===== src/rtl/lru_ctrl_2way_if.sv =====
// Request/response and LRU-storage signals of the 2-way LRU controller.
// slave = controller side, master = requester/storage side.
interface lru_ctrl_2way_if;
  logic       req_valid;
  logic       req_ready;
  logic [5:0] req_index;
  logic [1:0] req_kind;
  logic       req_way;
  logic       flush;
  logic       busy;
  logic       resp_valid;
  logic       resp_victim;
  logic [5:0] lru_addr;
  logic       lru_wdata;
  logic       lru_we;
  logic       lru_rdata;

  modport slave (
    input  req_valid, req_index, req_kind, req_way, flush, lru_rdata,
    output req_ready, busy, resp_valid, resp_victim, lru_addr, lru_wdata, lru_we
  );

  modport master (
    output req_valid, req_index, req_kind, req_way, flush, lru_rdata,
    input  req_ready, busy, resp_valid, resp_victim, lru_addr, lru_wdata, lru_we
  );
endinterface


===== src/rtl/lru_ctrl_2way.sv =====
// 2-way LRU bit controller: 64 sets, one-stage request pipe, flush sweep.
// Each stored bit names the way to evict next (0 = way0, 1 = way1).
module lru_ctrl_2way (
  input  logic           clk,
  input  logic           rst,
  lru_ctrl_2way_if.slave bus
);
  localparam logic [1:0] K_TOUCH = 2'b00;
  localparam logic [1:0] K_ALLOC = 2'b01;

  typedef enum logic {IDLE, FLUSH} state_t;

  state_t     state;
  logic [5:0] cnt;
  logic       stage_valid;
  logic [5:0] stage_index;
  logic [1:0] stage_kind;
  logic       stage_way;
  logic       accept;

  assign bus.req_ready = (state == IDLE) & ~bus.flush;
  assign bus.busy      = (state == FLUSH);
  assign accept        = bus.req_valid & bus.req_ready;

  always_ff @(posedge clk or negedge rst) begin
    if (!rst) begin
      state       <= FLUSH;
      cnt         <= 6'd0;
      stage_valid <= 1'b0;
      stage_index <= 6'd0;
      stage_kind  <= 2'b00;
      stage_way   <= 1'b0;
    end else begin
      stage_valid <= accept;
      if (accept) begin
        stage_index <= bus.req_index;
        stage_kind  <= bus.req_kind;
        stage_way   <= bus.req_way;
      end
      case (state)
        IDLE:  if (bus.flush) state <= FLUSH;
        FLUSH: begin
          // counter wraps to 0 on the last write, ready for the next sweep
          cnt <= cnt + 6'd1;
          if (cnt == 6'd63) state <= IDLE;
        end
        default: state <= FLUSH;
      endcase
    end
  end

  // stage_valid can never be set in FLUSH: acceptance requires IDLE and no flush
  always_comb begin
    bus.lru_addr    = 6'd0;
    bus.lru_wdata   = 1'b0;
    bus.lru_we      = 1'b0;
    bus.resp_valid  = 1'b0;
    bus.resp_victim = 1'b0;
    if (state == FLUSH) begin
      bus.lru_addr = cnt;
      bus.lru_we   = rst;
    end else if (stage_valid) begin
      bus.lru_addr    = stage_index;
      bus.resp_valid  = 1'b1;
      bus.resp_victim = bus.lru_rdata;
      case (stage_kind)
        K_TOUCH: begin
          bus.lru_we    = 1'b1;
          bus.lru_wdata = ~stage_way;
        end
        K_ALLOC: begin
          bus.lru_we    = 1'b1;
          bus.lru_wdata = ~bus.lru_rdata;
        end
        default: bus.lru_we = 1'b0;
      endcase
    end
  end
endmodule


===== src/flat_wrapper.sv =====
// flat-port wrapper written by rule: the top's interface ports become plain ports
module lru_ctrl_2way_flat 
  (clk, rst, bus_req_valid, bus_req_index, bus_req_kind, bus_req_way, bus_flush, bus_lru_rdata, bus_req_ready, bus_busy, bus_resp_valid, bus_resp_victim, bus_lru_addr, bus_lru_wdata, bus_lru_we);
  lru_ctrl_2way_if bus_i ();
  input  logic clk;
  input  logic rst;
  input wire logic [$bits(bus_i.req_valid)-1:0] bus_req_valid;
  input wire logic [$bits(bus_i.req_index)-1:0] bus_req_index;
  input wire logic [$bits(bus_i.req_kind)-1:0] bus_req_kind;
  input wire logic [$bits(bus_i.req_way)-1:0] bus_req_way;
  input wire logic [$bits(bus_i.flush)-1:0] bus_flush;
  input wire logic [$bits(bus_i.lru_rdata)-1:0] bus_lru_rdata;
  output wire logic [$bits(bus_i.req_ready)-1:0] bus_req_ready;
  output wire logic [$bits(bus_i.busy)-1:0] bus_busy;
  output wire logic [$bits(bus_i.resp_valid)-1:0] bus_resp_valid;
  output wire logic [$bits(bus_i.resp_victim)-1:0] bus_resp_victim;
  output wire logic [$bits(bus_i.lru_addr)-1:0] bus_lru_addr;
  output wire logic [$bits(bus_i.lru_wdata)-1:0] bus_lru_wdata;
  output wire logic [$bits(bus_i.lru_we)-1:0] bus_lru_we;
  assign bus_i.req_valid = bus_req_valid;
  assign bus_i.req_index = bus_req_index;
  assign bus_i.req_kind = bus_req_kind;
  assign bus_i.req_way = bus_req_way;
  assign bus_i.flush = bus_flush;
  assign bus_i.lru_rdata = bus_lru_rdata;
  assign bus_req_ready = bus_i.req_ready;
  assign bus_busy = bus_i.busy;
  assign bus_resp_valid = bus_i.resp_valid;
  assign bus_resp_victim = bus_i.resp_victim;
  assign bus_lru_addr = bus_i.lru_addr;
  assign bus_lru_wdata = bus_i.lru_wdata;
  assign bus_lru_we = bus_i.lru_we;
  lru_ctrl_2way u_core (.clk(clk), .rst(rst), .bus(bus_i));
endmodule

===== config.mk =====
export PLATFORM = sky130hd
export DESIGN_NAME = lru_ctrl_2way_flat
export DESIGN_NICKNAME = d
export VERILOG_FILES = /design/src/rtl/lru_ctrl_2way_if.sv /design/src/rtl/lru_ctrl_2way.sv /design/src/flat_wrapper.sv
export SDC_FILE = /design/constraint.sdc
export NUM_CORES = 1
export LEC_CHECK = 0
export ABC_AREA = 1
export BUFFER_PORTS_ARGS = -buffer_cell sky130_fd_sc_hd__buf_2
export CORE_MARGIN = 1.5
export CORE_UTILIZATION = 35
export CTS_CLUSTER_SIZE = 12
export DETAILED_ROUTE_END_ITERATION = 8
export GPL_TIMING_DRIVEN = 0
export PLACE_DENSITY = 0.68
export SETUP_SLACK_MARGIN = 0.02
export SLEW_MARGIN = 20
export SYNTH_ARGS = -nofsm -noshare
export SYNTH_HDL_FRONTEND = slang
export SYNTH_SLANG_ARGS = --single-unit

===== constraint.sdc =====
create_clock -name clk -period 1.5 [get_ports clk]
set_input_delay 0.075 -clock clk [delete_from_list [all_inputs] [get_ports clk]]
set_output_delay 0.075 -clock clk [all_outputs]
set_load 0.02 [all_outputs]

Yosys cells after proc, flatten, opt, wreduce, memory -nomap -nowiden
Cells that the tools add are included.

Logic and storage cells: 32. Input port bits: 14. Output and inout bits: 12. Bits in registers: 17.

Add/subtract/negate cells: 1. Muxes and demuxes: 15. Bitwise logic cells: 6. Equality and inequality tests: 2. Reductions and logical operators: 2.

Operators by type and width (number): $mux W6 (2); $mux W1 (11); $add A6 B1 Y6 const B (1); $eq A6 B6 Y1 const B (1); $not A1 Y1 (4); $pmux W1 S2 (2); $and A1 B1 Y1 (2); $eq A2 B1 Y1 const B (1); $logic_not A2 Y1 (1); $reduce_or A2 Y1 (1).

Longest topological paths before layout
Depth in word-level cells: 5. Depth in mapped cells: 6. Mapped depth without buffers: 5.

Worst setup path after synthesis
Ideal clock, no wire load.

Path kind: register -> output. Start: register u_core.state, in the netlist u_core.bus.busy. End: output bus_lru_addr[1]. Data arrival time: 1306 ps. Stages on the path, launching flop included: 7. Setup slack: 119 ps. Data required time: 1425 ps. Buffers on the path: 1. Path through: dfstp_2 > buf_6 > inv_4 > nand2_2 > inv_1 > nand2_1 > o21ai_0.

Longest elaborated chain between the ends: 1.

Ends and longest elaborated chain: from (decl) (RTL line lru_ctrl_2way.sv:13) `state_t state;`; from (signal assigned) (RTL line lru_ctrl_2way.sv:27) `state <= FLUSH;`; from (signal assigned) (RTL line lru_ctrl_2way.sv:41) `IDLE: if (bus.flush) state <= FLUSH;`; from (signal assigned) (RTL line lru_ctrl_2way.sv:45) `if (cnt == 6'd63) state <= IDLE;`; $mux W6 (RTL line lru_ctrl_2way.sv:59) `if (state == FLUSH) begin`; to (decl) (RTL line flat_wrapper.sv:17) `output wire logic [$bits(bus_i.lru_addr)-1:0] bus_lru_addr;`.

No other way between the ends.

Worst setup path after layout
Start: register u_core.state, in the netlist u_core.bus.busy. End: output bus_lru_wdata.

Longest elaborated chain between the ends: 1.

Ends and longest elaborated chain: $mux W1 (RTL line lru_ctrl_2way.sv:59); to (decl) (RTL line flat_wrapper.sv:18) `output wire logic [$bits(bus_i.lru_wdata)-1:0] bus_lru_wdata;`.

No other way between the ends.

==> impl_metrics.csv <==
group,metric,value,unit
status,outcome,"complete, no violations",
route,wl_per_cell,10.4,um
sta,hold_violations,0,
finish,post-route-util,57.0,%
synthesis,synth_edf_count,0,
route,drcViolationCount,0,
placed_design,hpwlAfterDp,1190,um
placed_design,placed_cells,157,
synthesis,yosysMostFrequentCell,"nand2_1",
floorplan,dieArea,2710,um2
synthesis,async_flop_share,100,%
hold_path,hold_path_class,"primary input to flop",
sta,fin_crit_sh,98.1,%
route,top_layer_used,"met4",
grt,grt_overflow,0,
critical_path,cp_slowest_cell,"dfstp_2",
finish,multi_input_area,408,um2
flow_run,cap_violations,0,
floorplan,die_x,52.0,um
critical_path,cp_num_buf_inv,3,
finish,area_delta_synth_final,51.3,%
route,wl_met2,959,um
clocking,ctsHtreeMaxLevel,1,
sta,setup_viol_count_final,0,
route,vias,739,
floorplan,core,2230,um2
synthesis,synth_nets,119,
pwr,power.leakage,0.691,nW
grt,grt_usage,15.6,%
finish,drive_gt1_share,36.6,%
critical_path,cp.arrival,1.40,ns
floorplan,ios,26,
finish,layoutNonFillerInstCount,173,
synthesis,ys_types,18,
route,dr.first_iter.drc_count,7,
synthesis,netlist_area,841,um2
synthesis,synthTopCellsByCount,"nand2_1 (50), dfrtp_1 (16), inv_1 (9)",
route,drt_wl_total,1810,um
clocking,clk-insertion-delay-late,0.29,ns
critical_path,crit_family,"flip-flops",
floorplan,num_rows,17,
critical_path,ff2ff_path_depth,7,
synthesis,post_synth.cell_area_avg,8.08,um2
critical_path,worstPathCellList,"buf_8 -> inv_8 -> nand2_8 -> or2_4 -> nor2_2 -> buf_6",
clocking,cts_tree,"yes",
clocking,cts.path.max_buffers,2,
clocking,cts-root-buf,"clkbuf_4",
floorplan,start_util,37.6,%
route,via_per_inst,4.27,
sta,worst_pin_slew,0.402,ns
grt,grt_pass1_wl,3110,um
route,drt_pass1_iterations,2,
critical_path,cp-start-kind,"flop",
synthesis,synth.top_cell.area_share,47.6,%
pwr,pwr_density_cell,1320,nW/um2
finish,seqCellArea,427,um2
synthesis,yosys.area.top_type,"dfrtp_1",
clocking,cts_sinks,17,
hold_path,min_to,"u_core.bus.busy",
hold_path,min-delay-start,"bus_flush",
sta,drv_slew,0,
floorplan,dieHeight,52.0,um
sta,rsz0062_at_grt,"yes",
route,wl_met3,32,um
synthesis,ys_top_cells_by_area,"dfrtp_1 (48%), nand2_1 (22%), o21ai_0 (4.8%)",
sta,fin_crit,1.47,ns
synthesis,synth_seq_area_share,50.7,%
hold_path,holdPathStages,3,
synthesis,synth_top_flop_cell,"dfrtp_1",
placed_design,port_buffers,25,
grt,antenna_found_initial,0,
critical_path,timing.rr.end,"u_core.cnt[5]",
critical_path,cpPeakStageDelay,0.39,ns
route,m1WireLength,801,um
synthesis,synth_cells,104,
sta,fin_setup_tns,0,ns
clocking,numCtsBuffers,3,
critical_path,endpoint_kind,"output port",
placed_design,pre_cts_ws,0.195,ns
sta,max_slew_margin,73.2,%
sta,worst_slack,0.0289,ns
critical_path,crit_fanout,5,
critical_path,path_class,"flop to output port",
pwr,peakVddDrop,0.847,mV
finish,finalNetCount,161,
clocking,clkTransAtPathRegs,0.10,ns
synthesis,synth-seq-cells,17,
placed_design,gp_congestion,0.664,
finish,insertedDiodeCount,0,
route,ant_nets,0,
sta,max_freq,0.680,GHz
critical_path,timing.rr.start,"u_core.bus.busy",
critical_path,rrSetupSlack,0.19,ns
synthesis,yosys_warnings,0,
grt,grt_max_degree,19,
critical_path,crit_required,1.42,ns
sta,skew,0.00285,ns
finish,nFillCells,197,
grt,grt_pass1_vias,734,
-- worst min-delay path, stage by stage --
cell	delay, ns
buf_2	0.13
nor2_8	0.12
nor2_1	0.07
-- metrics by stage --
step                      hold WS, ns  power, W  instance area [um2]
after detailed placement       0.0288   0.00123                 1000
after global routing           0.0902   0.00180                 1270
after global placement         0.0203   0.00121                 1000
after CTS                      0.0953   0.00151                 1150
final                          0.0928   0.00168                 1270
after floorplan                -0.221   0.00105                  841
-- sequential cells by signal, summed over array words and instances (netlist names) --
signal	count
u_core.stage_index	6
u_core.stage_way	1
u_core.cnt	6
u_core.stage_kind	2
u_core.bus.busy	1
u_core.stage_valid	1
-- cell type report --
cell class | count | share of cell area [%]
sequential | 17 | 33.5
multi-input combinational | 75 | 32.1
timing repair buffer | 37 | 23.8
inverter | 11 | 4.62
tap | 28 | 2.75
clock buffer | 4 | 2.06
buffer | 1 | 1.18
-- placed cells by master (no fill, tap or decap), types with 4 or more instances in the layout --
cell type and instances:
nand2_1 43, buf_2 17, dfrtp_1 16, dlygate4sd3_1 10, inv_1 8, buf_6 8
nand2_2 7, nor2_1 5, o21ai_2 4, o21ai_0 4
-- where the power goes --
group / internal (W) / switching, W / total, W
Clock: 0.000103 / 0.000149 / 0.000252
Sequential: 0.000567 / 0.0000884 / 0.000655
Combinational: 0.000352 / 0.000421 / 0.000773
Total: 0.00102 / 0.000659 / 0.00168
-- layer usage --
layer	GRT usage, %	vias up
li1	-	396
met1	18.9	331
met2	26.4	10
met3	2.87	2
met4	7.46	0
met5	0	-
-- worst max path at each step --
stage,end,from,slack [ns],cells past startpoint
2_1_floorplan,bus_lru_addr[1],u_core.bus.busy,0.12,6
3_3_place_gp,bus_lru_addr[5],u_core.bus.busy,0.19,7
3_5_place_dp,bus_lru_addr[5],u_core.bus.busy,0.20,7
4_1_cts,bus_lru_addr[0],u_core.bus.busy,0.008,5
5_1_grt,bus_lru_wdata,u_core.bus.busy,-0.02,6
6_report,bus_lru_wdata,u_core.bus.busy,0.03,6
-- what timing repair did --
item / 4_1_cts / 5_1_grt
endpoints found under the setup margin: 9 / 8
endpoints found under the hold margin: 25 / 0
setup buffers: 1 / 1
gates resized for setup: 6 / 38
hold buffers: 10 / 0
-- cells by family after synthesis --
kind of cell | count (synthesis) | synth area share, %
flops | 17 | 50.7
compound gates | 9 | 5.36
simple gates | 64 | 34.2
buf+inv | 12 | 7.14
fa+ha+maj | 1 | 1.49
xor+xnor | 1 | 1.04
Note: power is estimated with default switching activity, not from simulation.
